<file path="src/rtl/serial_add_collector.sv">
// Bit-serial LSB-first adder: a carry register chains beats into a full add,
// and sum bits are gathered into a word handed off under valid/ready.
module serial_add_collector #(
   parameter int WIDTH = 8,
   localparam int CW = $clog2(WIDTH + 1)
) (
   input  logic             clk,
   input  logic             rst,
   input  logic             in_valid,
   input  logic             in_a,
   input  logic             in_b,
   input  logic             in_last,
   output logic             in_ready,
   output logic             out_valid,
   input  logic             out_ready,
   output logic [WIDTH-1:0] out_sum,
   output logic             out_cout,
   output logic             out_ovf,
   output logic [CW-1:0]    out_bits
);

   typedef enum logic [1:0] {
      IDLE  = 2'd0,
      ACCUM = 2'd1,
      HOLD  = 2'd2
   } state_t;

   localparam logic [CW-1:0] WMAX = CW'(WIDTH);

   state_t           state_q, state_d;
   logic             carry_q, carry_d;
   logic [WIDTH-1:0] sum_q, sum_d;
   logic [CW-1:0]    count_q, count_d;
   logic             ovf_q, ovf_d;

   logic             accept;
   logic             s_bit;
   logic             c_next;

   always_comb begin
      state_d  = state_q;
      carry_d  = carry_q;
      sum_d    = sum_q;
      count_d  = count_q;
      ovf_d    = ovf_q;
      in_ready = (state_q != HOLD);
      accept   = in_valid & in_ready;
      s_bit    = in_a ^ in_b ^ carry_q;
      c_next   = (in_a & in_b) | (carry_q & (in_a ^ in_b));

      unique case (state_q)
         IDLE, ACCUM: begin
            if (accept) begin
               carry_d = c_next;
               // Beats past WIDTH only feed the carry and flag overflow
               if (count_q < WMAX) begin
                  sum_d   = sum_q | ({{(WIDTH-1){1'b0}}, s_bit} << count_q);
                  count_d = count_q + 1'b1;
               end else begin
                  ovf_d = 1'b1;
               end
               state_d = in_last ? HOLD : ACCUM;
            end
         end
         HOLD: begin
            if (out_ready) begin
               state_d = IDLE;
               carry_d = 1'b0;
               sum_d   = '0;
               count_d = '0;
               ovf_d   = 1'b0;
            end
         end
         default: state_d = IDLE;
      endcase
   end

   always_ff @(posedge clk or posedge rst) begin
      if (rst) begin
         state_q <= IDLE;
         carry_q <= 1'b0;
         sum_q   <= '0;
         count_q <= '0;
         ovf_q   <= 1'b0;
      end else begin
         state_q <= state_d;
         carry_q <= carry_d;
         sum_q   <= sum_d;
         count_q <= count_d;
         ovf_q   <= ovf_d;
      end
   end

   assign out_valid = (state_q == HOLD);
   assign out_sum   = sum_q;
   assign out_cout  = carry_q;
   assign out_ovf   = ovf_q;
   assign out_bits  = count_q;

endmodule
</file>
<file path="config.mk">
export PLATFORM = sky130hd
export DESIGN_NAME = serial_add_collector
export DESIGN_NICKNAME = d
export VERILOG_FILES = /design/src/rtl/serial_add_collector.sv
export SDC_FILE = /design/constraint.sdc
export NUM_CORES = 1
export LEC_CHECK = 0
export ABC_AREA = 1
export CAP_MARGIN = 40
export CORE_ASPECT_RATIO = 0.6
export CORE_MARGIN = 4
export CORE_UTILIZATION = 25
export CTS_CLUSTER_SIZE = 24
export DETAILED_ROUTE_END_ITERATION = 8
export HOLD_SLACK_MARGIN = 0.1
export PLACE_DENSITY_LB_ADDON = 0.25
export SLEW_MARGIN = 40
export SYNTH_ARGS = -nofsm -noshare
export SYNTH_HDL_FRONTEND = slang
export SYNTH_SLANG_ARGS = --single-unit
</file>
<file path="constraint.sdc">
create_clock -name clk -period 1.5 [get_ports clk]
set_clock_uncertainty 0.05 [all_clocks]
set_input_delay 0.45 -clock clk [delete_from_list [all_inputs] [get_ports clk]]
set_output_delay 0.45 -clock clk [all_outputs]
set_load 0.01 [all_outputs]
</file>
==> results_dict.tcl <==
set metrics [dict create \
    outcome "finished with violations" \
    violations "negative setup slack" \
    ys_seq_elements 16 \
    dr.pass1.iters 5 \
    cts_tree "yes" \
    p_per_area_mw_per_mm2 1600 \
    drive_above_1_share_pct 22.6 \
    cts_root_buffer "clkbuf_8" \
    fp.dieH_um 53.2 \
    finalWirelength_um 2210 \
    gp_congestion 0.772 \
    synth_warnings 0 \
    htree_levels 1 \
    cts.sinks 16 \
    avgSynthCellArea_um2 8.01 \
    hold_path_class "reg -> reg" \
    grt_use_total_pct 11.1 \
    final_hold_viol_count 0 \
    setup_viol 8 \
    grt_first_pass_wirelength_um 3800 \
    worst_ep_arrival_time_ps 1750 \
    grt_max_degree 17 \
    core_area_mm2 0.00326 \
    diodes 0 \
    synth_compound_gate_area_share_pct 9.13 \
    fin_total_pwr_mw 2.01 \
    synth_top_family_by_area "simple AND/OR/NAND/NOR gates" \
    syn-num-nets 115 \
    cap_violations 0 \
    wire_per_inst_um 11.6 \
    synth_top_area_cell "dfrtp_1" \
    clockBufferDepth 2 \
    fmax_ghz 0.622 \
    setup.worst_path.class "reg -> reg" \
    ir_drop_v 0.000721 \
    gr-total-overflow 0 \
    rsz0062_at_grt "yes" \
    die_width_um 83.3 \
    ys_types 18 \
    holdBufCountCts 0 \
    port_buffers 22 \
    synth_cells 106 \
    clk_transition_reported_paths_ps 60 \
    report.final.slew_viol_count 0 \
    max_slew_margin_pct 83.9 \
    synthTopCellsByArea "dfrtp_1 (47%), nand2_1 (15%), nand3_1 (8.8%)" \
    synth_fa_ha_area_share_pct 3.83 \
    worst_pin_slew_ps 241 \
    setup_ws_ps -108 \
    drt_iter0_drc 35 \
    ys_seq_area_share_pct 47.1 \
    yosys.area.top_type_share_pct 47.1 \
    synth_xor_area_share_pct 2.06 \
    min_period_over_period_pct 107 \
    endpoint_kind "flop" \
    hold_slack_ps 431 \
    cp_max_fo 4 \
    synthMuxAreaShare_pct 0 \
    rows 16 \
    vias 807 \
    cts_buffers 3 \
    via_per_inst 4.23 \
    nNetsFinal 156 \
    grt_pass1_vias 791 \
    synth-simple-area-share_pct 28.3 \
    die_area_mm2 0.00443 \
    drc 0 \
    dp_hpwl_um 1700 \
    start_kind "flop" \
    worst-endpoint-required_ps 1640 \
    area_delta_synth_final_pct 48.0 \
    p_leak_nw 0.695 \
    start_util_pct 26.0 \
    drtAntennaViolNets 0 \
    clkLatencyLatePin_ps 250 \
    syn_area_um2 850 \
    boundaryPins 23 \
    grt_antenna_before_repair 0 \
    min_period_ps 1610 \
]
[path summary, 6_finish.rpt]
path	from	to	slack, ps	cells past startpoint
worst max-delay path	out_cout	out_sum[1]	-110	7
worst min-delay path	out_ovf	out_ovf	430	2
worst max register to register	out_cout	out_sum[1]	-110	7
worst min register to register	out_ovf	out_ovf	430	2
max in group asynchronous	rst	out_bits[0]	760	3
min in group asynchronous	rst	state_q[0]	450	3
[cell families after synthesis]
| kind of cell | after synthesis |
|---|---|
| adder cells (fa/ha/maj) | 2 |
| AND/OR/NAND/NOR | 57 |
| XOR/XNOR | 2 |
| AO/OA/AOI/OAI | 12 |
| buffers and inverters | 17 |
| flip-flops | 16 |
[per-stage QoR]
step / instance area [um2] / worst slack (ps) / TNS [ps] / std cells / utilization, %
global placement: 1210 / -595 / -5280 / 186 / 37.2
CTS: 1250 / -114 / -268 / 190 / 38.2
floorplan: 850 / -30.4 / -102 / 106 / -
finish: 1260 / -108 / -514 / 191 / 38.5
detailed placement: 1210 / -598 / -5490 / 186 / 37.2
global route: 1260 / -160 / -1070 / 191 / 38.5
[layer usage]
metal  global-route usage (%)  part of all wire (%)  up-vias
met5                        0                     0        -
met4                     1.63                     0        0
met3                     4.35                   5.5        0
met2                     15.4                    39       24
met1                     16.3                    55      368
li1                         -                     -      415
[cells in the mapped netlist (all sizes together)]
cell	number
nor3	1
o21ai	4
dfrtp	16
o31ai	1
nor2	5
clkbuf	1
nand2	35
o22ai	1
inv	15
o21bai	4
buf	1
fa	1
xor2	2
ha	1
nand3	16
a21oi	2
[critical path, cell delays in order, from the launching register on]
cell and delay, ps:
dfrtp_1 400, fa_2 630, nand2_2 60, nor2_2 100, nand2_1 90, nand2_1 70, nand3_1 70, nand2_1 70
[layout by cell type (no fill, tap or decap), types with 2 or more instances in the layout]
cell / count
nand2_1: 33
nor2_2: 2
xor2_1: 2
clkbuf_8: 4
buf_4: 16
nand3_2: 2
nor2_1: 3
dlygate4sd2_1: 13
buf_2: 3
o21bai_1: 4
dfrtp_1: 16
nand3_1: 14
inv_1: 14
o21ai_0: 4
nand2_2: 2
clkdlybuf4s50_1: 4
[final cells by class]
cell class	instances	area, um2
Tap cell	45	56.3
Sequential cell	16	400
Timing Repair Buffer	38	304
Inverter	15	56.3
Fill cell	349	2010
Multi-Input combinational cell	73	385
Clock buffer	4	55.1
[state kept, by name (all words and copies together), names as in the netlist]
name	flops
out_bits	4
out_sum	8
out_cout	1
state_q	2
out_ovf	1
[power breakdown]
group          switching [mW]  leakage (nW)  internal (mW)
Combinational           0.521         0.457          0.428
Sequential             0.0966         0.209          0.579
Clock                   0.151        0.0288          0.233
[repair_timing]
action	CTS	global route
resized for setup	31	6
endpoints found under the setup margin	24	9
hold endpoints to repair	0	0
buffers inserted	0	1
pin swaps	5	6
cloned	0	0
(Power assumes the default switching activity.)
